`src/rtl/ccd_pkg.sv`:
```
// Shared types and tables for the synthetic CCD pattern source.
// States, pattern modes, colour-bar table and Bayer site encoding.
package ccd_pkg;

    typedef enum logic [2:0] {
        ST_IDLE,
        ST_VBLANK,
        ST_FSETUP,
        ST_ACTIVE,
        ST_HBLANK,
        ST_FHOLD
    } state_e;

    typedef enum logic [1:0] {
        MODE_BARS  = 2'd0,
        MODE_RAMP  = 2'd1,
        MODE_FRAME = 2'd2,
        MODE_CONST = 2'd3
    } mode_e;

    // Encoded as {y[0], x[0]}
    typedef enum logic [1:0] {
        SITE_G0 = 2'd0,
        SITE_R  = 2'd1,
        SITE_B  = 2'd2,
        SITE_G1 = 2'd3
    } site_e;

    // {R,G,B}: white, yellow, cyan, green, magenta, red, blue, black
    localparam logic [0:7][2:0] BAR_RGB = {
        3'b111, 3'b110, 3'b011, 3'b010,
        3'b101, 3'b100, 3'b001, 3'b000
    };

    localparam logic [11:0] PIX_ON = 12'hFFF;

    function automatic site_e bayer_site(input logic x0, input logic y0);
        return site_e'({y0, x0});
    endfunction

endpackage

```
`src/rtl/ccd_pattern_pixel.sv`:
```
// Combinational test-pattern pixel generator.
// Maps (mode, x, y, frame, const) to a 12-bit Bayer sample.
module ccd_pattern_pixel
    import ccd_pkg::*;
#(
    parameter int unsigned H_ACTIVE = 640
) (
    input  logic [1:0]  imode,
    input  logic [15:0] ix,
    input  logic        iy0,
    input  logic [11:0] iframe,
    input  logic [11:0] iconst,
    output logic [11:0] opix
);

    localparam int unsigned BAR_W = H_ACTIVE / 8;

    logic [2:0] bar;
    logic [2:0] rgb;
    logic       lit;

    always_comb begin
        bar = 3'(ix / 16'(BAR_W));
        rgb = BAR_RGB[bar];
        lit = 1'b0;
        unique case (bayer_site(ix[0], iy0))
            SITE_R:  lit = rgb[2];
            SITE_B:  lit = rgb[0];
            SITE_G0: lit = rgb[1];
            SITE_G1: lit = rgb[1];
        endcase

        opix = '0;
        unique case (mode_e'(imode))
            MODE_BARS:  opix = lit ? PIX_ON : 12'h000;
            MODE_RAMP:  opix = ix[11:0];
            MODE_FRAME: opix = iframe;
            MODE_CONST: opix = iconst;
        endcase
    end

endmodule

```
`src/rtl/ccd_pattern_source.sv`:
```
// Synthetic D5M-style sensor transmitter: timed FVAL/LVAL frames
// carrying selectable Bayer test patterns. Outputs lag state by one cycle.
module ccd_pattern_source
    import ccd_pkg::*;
#(
    parameter int unsigned H_ACTIVE = 640,
    parameter int unsigned V_ACTIVE = 480,
    parameter int unsigned H_BLANK  = 32,
    parameter int unsigned V_BLANK  = 64,
    parameter int unsigned FV_SETUP = 2,
    parameter int unsigned FV_HOLD  = 2
) (
    input  logic        iclk,
    input  logic        irst_n,
    input  logic        istart,
    input  logic        istop,
    input  logic [1:0]  imode,
    input  logic [11:0] iconst,
    output logic [11:0] odata,
    output logic        ofval,
    output logic        olval,
    output logic [15:0] ox_cont,
    output logic [15:0] oy_cont,
    output logic [31:0] oframe_cont,
    output logic        obusy
);

    state_e      state_q, state_d;
    logic [15:0] cnt_q, cnt_d;
    logic [15:0] x_q, x_d;
    logic [15:0] y_q, y_d;
    logic [31:0] frame_q, frame_d;
    logic [1:0]  mode_q, mode_d;
    logic [11:0] const_q, const_d;
    logic        stop_q, stop_d;

    logic [11:0] odata_q, odata_d;
    logic        ofval_q, ofval_d;
    logic        olval_q, olval_d;
    logic [15:0] ox_cont_q, ox_cont_d;
    logic [15:0] oy_cont_q, oy_cont_d;
    logic [31:0] oframe_cont_q, oframe_cont_d;
    logic        obusy_q, obusy_d;

    logic        cnt_last;
    logic        stop_seen;
    logic [11:0] pix;

    ccd_pattern_pixel #(
        .H_ACTIVE (H_ACTIVE)
    ) u_pixel (
        .imode  (mode_q),
        .ix     (x_q),
        .iy0    (y_q[0]),
        .iframe (frame_q[11:0]),
        .iconst (const_q),
        .opix   (pix)
    );

    always_comb begin
        state_d   = state_q;
        cnt_d     = cnt_q;
        x_d       = x_q;
        y_d       = y_q;
        frame_d   = frame_q;
        mode_d    = mode_q;
        const_d   = const_q;
        stop_seen = stop_q | istop;
        stop_d    = stop_seen;
        cnt_last  = (cnt_q == 16'd0);
        if (!cnt_last) begin
            cnt_d = cnt_q - 16'd1;
        end

        unique case (state_q)
            ST_IDLE: begin
                stop_d = 1'b0;
                if (istart && !istop) begin
                    state_d = ST_VBLANK;
                    cnt_d   = 16'(V_BLANK - 1);
                end
            end
            ST_VBLANK: begin
                if (cnt_last) begin
                    if (stop_seen) begin
                        state_d = ST_IDLE;
                        stop_d  = 1'b0;
                    end else begin
                        state_d = ST_FSETUP;
                        cnt_d   = 16'(FV_SETUP - 1);
                        mode_d  = imode;
                        const_d = iconst;
                        x_d     = '0;
                        y_d     = '0;
                    end
                end
            end
            ST_FSETUP: begin
                if (cnt_last) begin
                    state_d = ST_ACTIVE;
                    cnt_d   = 16'(H_ACTIVE - 1);
                end
            end
            ST_ACTIVE: begin
                if (!cnt_last) begin
                    x_d = x_q + 16'd1;
                end else if (y_q == 16'(V_ACTIVE - 1)) begin
                    state_d = ST_FHOLD;
                    cnt_d   = 16'(FV_HOLD - 1);
                end else begin
                    state_d = ST_HBLANK;
                    cnt_d   = 16'(H_BLANK - 1);
                    x_d     = '0;
                    y_d     = y_q + 16'd1;
                end
            end
            ST_HBLANK: begin
                if (cnt_last) begin
                    state_d = ST_ACTIVE;
                    cnt_d   = 16'(H_ACTIVE - 1);
                end
            end
            ST_FHOLD: begin
                if (cnt_last) begin
                    frame_d = frame_q + 32'd1;
                    if (stop_seen) begin
                        state_d = ST_IDLE;
                        stop_d  = 1'b0;
                    end else begin
                        state_d = ST_VBLANK;
                        cnt_d   = 16'(V_BLANK - 1);
                    end
                end
            end
            default: begin
                state_d = ST_IDLE;
                stop_d  = 1'b0;
            end
        endcase
    end

    always_comb begin
        ofval_d       = state_q inside {ST_FSETUP, ST_ACTIVE, ST_HBLANK, ST_FHOLD};
        olval_d       = (state_q == ST_ACTIVE);
        odata_d       = olval_d ? pix : 12'h000;
        ox_cont_d     = x_q;
        oy_cont_d     = y_q;
        oframe_cont_d = frame_q;
        obusy_d       = (state_q != ST_IDLE);
    end

    always_ff @(posedge iclk) begin
        if (!irst_n) begin
            state_q       <= ST_IDLE;
            cnt_q         <= '0;
            x_q           <= '0;
            y_q           <= '0;
            frame_q       <= '0;
            mode_q        <= '0;
            const_q       <= '0;
            stop_q        <= 1'b0;
            odata_q       <= '0;
            ofval_q       <= 1'b0;
            olval_q       <= 1'b0;
            ox_cont_q     <= '0;
            oy_cont_q     <= '0;
            oframe_cont_q <= '0;
            obusy_q       <= 1'b0;
        end else begin
            state_q       <= state_d;
            cnt_q         <= cnt_d;
            x_q           <= x_d;
            y_q           <= y_d;
            frame_q       <= frame_d;
            mode_q        <= mode_d;
            const_q       <= const_d;
            stop_q        <= stop_d;
            odata_q       <= odata_d;
            ofval_q       <= ofval_d;
            olval_q       <= olval_d;
            ox_cont_q     <= ox_cont_d;
            oy_cont_q     <= oy_cont_d;
            oframe_cont_q <= oframe_cont_d;
            obusy_q       <= obusy_d;
        end
    end

    assign odata       = odata_q;
    assign ofval       = ofval_q;
    assign olval       = olval_q;
    assign ox_cont     = ox_cont_q;
    assign oy_cont     = oy_cont_q;
    assign oframe_cont = oframe_cont_q;
    assign obusy       = obusy_q;

endmodule

```
`config.mk`:
```
export PLATFORM = sky130hd
export DESIGN_NAME = ccd_pattern_source
export DESIGN_NICKNAME = d
export VERILOG_FILES = /design/src/rtl/ccd_pkg.sv /design/src/rtl/ccd_pattern_pixel.sv /design/src/rtl/ccd_pattern_source.sv
export SDC_FILE = /design/constraint.sdc
export NUM_CORES = 1
export LEC_CHECK = 0
export CORE_ASPECT_RATIO = 1.4
export CORE_MARGIN = 10
export CORE_UTILIZATION = 34
export CTS_BUF_LIST = sky130_fd_sc_hd__clkbuf_8
export CTS_CLUSTER_SIZE = 10
export DETAILED_ROUTE_END_ITERATION = 8
export PLACE_DENSITY = 0.51
export SYNTH_ARGS = -nofsm -noshare
export SYNTH_HDL_FRONTEND = slang
export SYNTH_SLANG_ARGS = --single-unit
```
`constraint.sdc`:
```
create_clock -name iclk -period 3.89 [get_ports iclk]
set_input_delay 0.5835 -clock iclk [delete_from_list [all_inputs] [get_ports iclk]]
set_output_delay 0.5835 -clock iclk [all_outputs]
set_load 0.01 [all_outputs]
```
==> qor.yml <==
run_status:
  status: "finished, final reports clean"
setup_path:
  crit_path_cell_trace: "buf_4 -> nor2b_1 -> mux2_2 -> and2_0 -> nor3_1 -> mux2_4 -> o32ai_4 -> a21oi_1 -> a221oi_1 -> and3b_1 -> a211oi_2 -> o21ai_1 -> buf_4 -> a21oi_1"
  cp_delay_by_family_top: "compound AO/OA/AOI/OAI gates"
  largest_incremental_delay_on_the_critical_path_ns: 0.43
  cp_max_fo: 12
  setup.worst_path.start_class: "register"
  path_buf_inv: 2
  timing.critical_path.arrival_ns: 3.97
  path_class: "register to register"
  critical_path_data_required_time_ns: 4.24
  cp_slowest_cell: "dfxtp_1"
  setup.worst_path.end_class: "register"
final_layout:
  drive_above_1_share_pct: 9.194
  layout.cells.most_common_list: "dfxtp_1, nand2_1, and2_1, clkdlybuf4s50_1, nor2_1"
  ant_cells: 0
  layout_commonest_cell: "dfxtp_1"
  number_of_standard_cells_in_the_final_layout_excluding_fillers: 1365
  final_area_um2: 10060
  nets: 1069
  syn2layout_area_growth_pct: 20.64
timing:
  final_hold_viol_count: 0
  report.final.setup_viol: 0
  slew_headroom_pct: 28.33
  skew_ns: 0.01909
  finalCritPeriodShare_pct: 93.10
  timing.final.crit_period_ns: 3.622
  worst_slew_pin_slew_ns: 1.074
  setup-tns-final_ns: 0
  slew_viol_final: 0
  maxClockFrequency_mhz: 276.1
  rsz0062_at_grt: "false"
place:
  dp_cells: 1333
  io_buffer_count: 96
  dpl-instance-area_um2: 9615
  dp.final_hpwl_mm: 15.64
  globalplace.congestion: 0.8799
flow_run:
  maxCapViolations: 0
hold_path:
  min-delay-path-class: "register to register"
die:
  io_count: 97
  core_area_um2: 24060
  die_area_um2: 31270
  initial_core_util_pct: 34.65
  chipHeight_um: 205.3
  core.rowCount: 67
  die_x_um: 152.3
global_routing:
  groute.layer.met3.usage_pct: 3.489
  grt_first_pass_wirelength_mm: 35.78
  groute.layer.met1.usage_pct: 15.95
  grt.busiest_layer: "met2"
  grt_util_all_layers_pct: 13.82
  grt_met2_usage_pct: 24.45
  number_of_antenna_violations_at_the_first_check_in_global_routing: 0
  largest_net_degree_at_the_start_of_global_routing: 88
  global_route.overflow_total: 0
  grt_pass1_vias: 6841
power_and_ir_drop:
  overall_power_after_layout_mw: 4.087
  cellPowerDensity_nw_per_um2: 406.4
  peakVddDrop_mv: 0.2402
  p_leak_nw: 3.583
clocking:
  root_buffer: "clkbuf_8"
  inserted_clock_buffers: 17
  tritoncts_sinks: 177
  h-tree-depth: 4
  cts-hold-fix-buffers: 0
  worstSkewPairLatency_ns: 0.48
  max-clock-path-buffers: 2
  cts.clk_slew.worst_paths_ns: 0.11
  clock_tree_from_tritoncts: "built"
synthesis:
  synth_async_sr_flop_share_pct: 0
  synth_sequential_area_ratio_pct: 42.51
  post_synth_inst_count: 963
  post_synth.cell_area_avg_um2: 8.656
  synth.top_cell.area_share_pct: 42.51
  ys_top_cells_by_area: "dfxtp_1, and2_1, nand2_1"
  ys.flop_type: "dfxtp_1"
  ys_types: 84
  edff_count_synth: 0
  synth_area_leader: "dfxtp_1"
  mappedNetlistNets: 990
  synth-warning-count: 0
  synth.ff_latch_count: 177
  synth.cell_area_um2: 8335
route:
  overall_via_count_from_detail_route: 6884
  avgViaCountPerCell: 5.043
  drc: 0
  drt_first_iter_violations: 412
  wl_per_cell_um: 15.96
  drt-total-wl_mm: 21.78
  first_pass_iters: 5
  route.antenna.remaining_nets: 0
==> Yosys cell counts (11+ instances only) <==
master / number
or3_1: 12
a21oi_1: 51
dfxtp_1: 177
nor2_1: 62
xor2_1: 25
a21boi_0: 22
o21ai_0: 32
and2_1: 95
nand3_1: 37
clkbuf_1: 48
nand2_1: 96
nor3_1: 30
mux2i_1: 14
nor2b_1: 14
a21oi_2: 11
o21ai_1: 19
inv_1: 18
xnor2_1: 41
and3_1: 17
==> logic make-up (layout without fill, tap and decap cells) <==
group / count (synthesis) / after routing / share of synthesized area, %
compound gates: 198 / 198 / 16.87
xor+xnor: 66 / 66 / 6.935
fa+ha+maj: 9 / 9 / 1.351
buf+inv: 79 / 171 / 3.857
flops: 177 / 177 / 42.51
mux: 16 / 16 / 1.996
simple gates: 418 / 418 / 26.48
==> power by group <==
| group | leakage, nW | internal [mW] | switching, mW | total [mW] |
|---|---|---|---|---|
| Clock | 0.218 | 0.623 | 0.756 | 1.38 |
| Sequential | 1.43 | 1.90 | 0.0772 | 1.97 |
| Combinational | 1.94 | 0.296 | 0.436 | 0.733 |
==> cell type report <==
| type | instances | area, µm² |
|---|---|---|
| clock buffer | 18 | 247.7 |
| clock inverter | 14 | 188.9 |
| fill | 2448 | 14000 |
| inverter | 18 | 67.56 |
| multi-input combinational | 707 | 4471 |
| sequential | 177 | 3547 |
| tap | 310 | 387.9 |
| timing repair buffer | 121 | 1146 |
==> what timing repair did <==
action                                  CTS  global route
endpoints found under the setup margin    0            10
buffers inserted                          0             0
resized for setup                         0             3
hold endpoints to repair                  0             0
==> tightest hold or removal path, stage by stage, from the launching register on <==
cell	delay, ns
dfxtp_1	0.32
nand2_1	0.05
a21boi_0	0.06
==> per-layer routing <==
| metal | vias up | wire length [µm] |
|---|---|---|
| li1 | 3498 | - |
| met1 | 3259 | 9764 |
| met2 | 115 | 10870 |
| met3 | 12 | 882 |
| met4 | 0 | 261 |
| met5 | - | 0 |
==> sequential cells by signal, summed over array words and instances (netlist names) <==
name	cells
cnt_q	16
frame_q	32
ox_cont_d	16
oy_cont_d	16
olval	1
const_q	12
oframe_cont	32
odata	12
ox_cont	16
stop_q	1
oy_cont	16
state_q	3
obusy	1
ofval	1
mode_q	2
==> worst paths after layout <==
path / endpoint / depth (start not counted) / startpoint / slack, ns
max: odata[11] / 14 / ox_cont_d[12] / 0.27
min: const_q[1] / 2 / const_q[1] / 0.47
min reg2reg: const_q[1] / 2 / const_q[1] / 0.47
max reg2reg: odata[11] / 14 / ox_cont_d[12] / 0.27
==> stage by stage <==
stage          utilization, %  worst slack, ns  hold WS (ns)
3_5_place_dp            39.97           0.2490        0.4589
5_1_grt                 41.80          0.06058        0.4931
3_3_place_gp            39.97           0.2809        0.4506
6_report                41.80           0.2684        0.4706
2_1_floorplan               -           0.7191        0.4406
4_1_cts                 41.78           0.2254        0.4731
Note: power is estimated with default switching activity, not from simulation.
==> patch, RTL diff (config.mk and constraints unchanged) <==
Reset style: asynchronous (`irst_n`), changed in one clocked block.
--- a/src/rtl/ccd_pattern_source.sv
+++ b/src/rtl/ccd_pattern_source.sv
@@ -151,3 +151,3 @@
 
-    always_ff @(posedge iclk) begin
+    always_ff @(posedge iclk or negedge irst_n) begin
         if (!irst_n) begin
Behaviour: differs if irst_n is asserted again (counterexample within 4 cycles, from zero or initial values and one cycle with irst_n low); with irst_n held inactive, the same outputs for 4 cycles.
==> patch against the unedited design <==
Sequential cell count stayed put. Synthesized area is 2.0% higher. Clock skew is 0.0049 ns higher. Routed wire length is 1.1% higher. Critical path type unchanged. Final area is 3.6% higher. Total power is 1.7% lower. Setup slack worse by 0.056 ns. Worst hold slack worse by 0.41 ns. Global-route usage hardly changed.
==> patch: results (changes against the unedited design) <==
- The reported net switching power is 1.17 mW (-7.8%).
- The post-place instance area is 9940 µm² (+3.4%).
- The post-placement setup slack is 0.0974 ns (-0.152 ns).
- The beginning of the worst register-to-register path is ox_cont_d[11].
- In the synthesized netlist the dominant register cell turns out to be sky130_fd_sc_hd__dfrtp_1.
- The number of distinct library cells after synthesis is 95 (+13%).
- The worst hold slack after final layout was 0.0608 ns (-0.410 ns).
- The wire length of the first global-routing pass is 36300 µm (+1.3%).
- The number of logic inverters in the finished layout is 27 (+9).
- CTS placed an instance of sky130_fd_sc_hd__clkbuf_8 at the clock tree root.
- The combinational-cell power consumption came to 0.643 mW (-12%).
- Among all stages on the critical path, the largest delay is contributed by sky130_fd_sc_hd__or4_4.
- The number of fillers in the final layout is 2430 (-0.74%).
- The detailed-routing iteration count for the pre-antenna-repair pass is 4 (-1).
- The path class of the tightest hold or removal check is in2async.
- The area growth from synthesis to layout is 22.5%.
- The pin count of the biggest net entering global routing is 78 (-11%).
- Sorting the synthesized cells by area gives the leading types as sky130_fd_sc_hd__dfrtp_1, sky130_fd_sc_hd__xnor2_1, sky130_fd_sc_hd__nand2_1.
- The register-to-register setup slack is 0.21 ns (-0.06 ns).
- The measured slew at the worst slew-check pin is 0.799 ns (-0.275 ns).
- The capturing element of the worst setup path is odata[0].
- The number of nets produced by synthesis is 826 (-17%).
- The number of buffers outside the clock class in the layout is 135 (+12%).
- The power share of the combinational group is 16.0% (-1.9 points).
- The count of non-filler cells in the finished layout was 1238 (-9.3%).
- The detailed-route via count is 6379 (-7.3%).
- The count of clock buffers in the final design is 17 (-1).
- The aggregate global-route resource usage was 13.9% (+0.046 points).
- The met1 track demand over resource in global routing came to 16.0% (about the same).
- By count the netlist is led by sky130_fd_sc_hd__dfrtp_1, sky130_fd_sc_hd__nand2_1, sky130_fd_sc_hd__nor2_1.
- The worst vdd rail ir drop was 0.000221 V (-7.9%).
- The flow ran to the end, and the final reports show no timing, DRC or antenna violations.
- The worst endpoint data arrival time was 4.05 ns (+0.08 ns).
- The cell area after technology mapping is 8500 µm² (+2.0%).
- The fraction of met3 tracks used by global routing is 3.46% (-0.027 points).
- The critical path's largest stage delay is 0.55 ns (+0.12 ns).
- The wire length on met2 is 11400 µm (+5.3%).
- The length of routed met3 wiring is 862 µm (-2.3%).
- The post-synthesis instance total came to 797 (-17%).
- The met2 track demand over resource is 24.2% (-0.28 points).
- The multi-input logic area is 3830 µm² (-14%).
- The number of nets in the finished design is 940 (-12%).
- The number of multi-input combinational cells in the layout is 553 (-22%).
- The number of DRC markers after the initial detailed-route iteration is 425 (+3.2%).
- The destination of the worst register-to-register timing path is odata[0].
- The area fraction of clock buffers and clock inverters came to 3.75% (-0.60 points).
- The data-path buffer share of cell area in the final layout is 12.2% (+0.77 points).
- The number of global-route vias before repair is 6706 (-2.0%).
- The share of cell area taken by flip-flops and latches came to 42.6% (+7.3 points).
- The relative contribution of the clock network to total power came to 31.9% (-1.9 points).
## patch: changes by cell type after synthesis, sizes merged, moves of 14 or more
| cell | delta |
|---|---|
| a21boi | -20 |
| a21oi | -35 |
| and2 | -87 |
| clkbuf | -27 |
| dfrtp | +177 |
| dfxtp | -177 |
| mux2 | +14 |
| nand2 | -27 |
| nor4 | +17 |
| o21ai | -15 |
## patch: cells by family (layout without fill, tap and decap cells)
| logic type | Yosys count | in the layout | synth area share [%] |
|---|---|---|---|
| buffers and inverters | 67 | 193 | 3.78 |
| DFF | 177 | 177 | 52.1 |
| xor gates and xnor gates | 67 | 67 | 6.99 |
| adders and majority gates | 11 | 11 | 1.62 |
| and+or+nand+nor | 300 | 300 | 19.7 |
| AOI/OAI and AO/OA | 145 | 145 | 12.1 |
| muxes | 30 | 30 | 3.77 |
## patch: worst max-delay path: cells and delay by family (launching register included)
family | cells | cell delay, ns
AOI/OAI and AO/OA | 6 | 1.49
buffers and inverters | 2 | 0.40
DFF | 1 | 0.51
and+or+nand+nor | 4 | 1.17
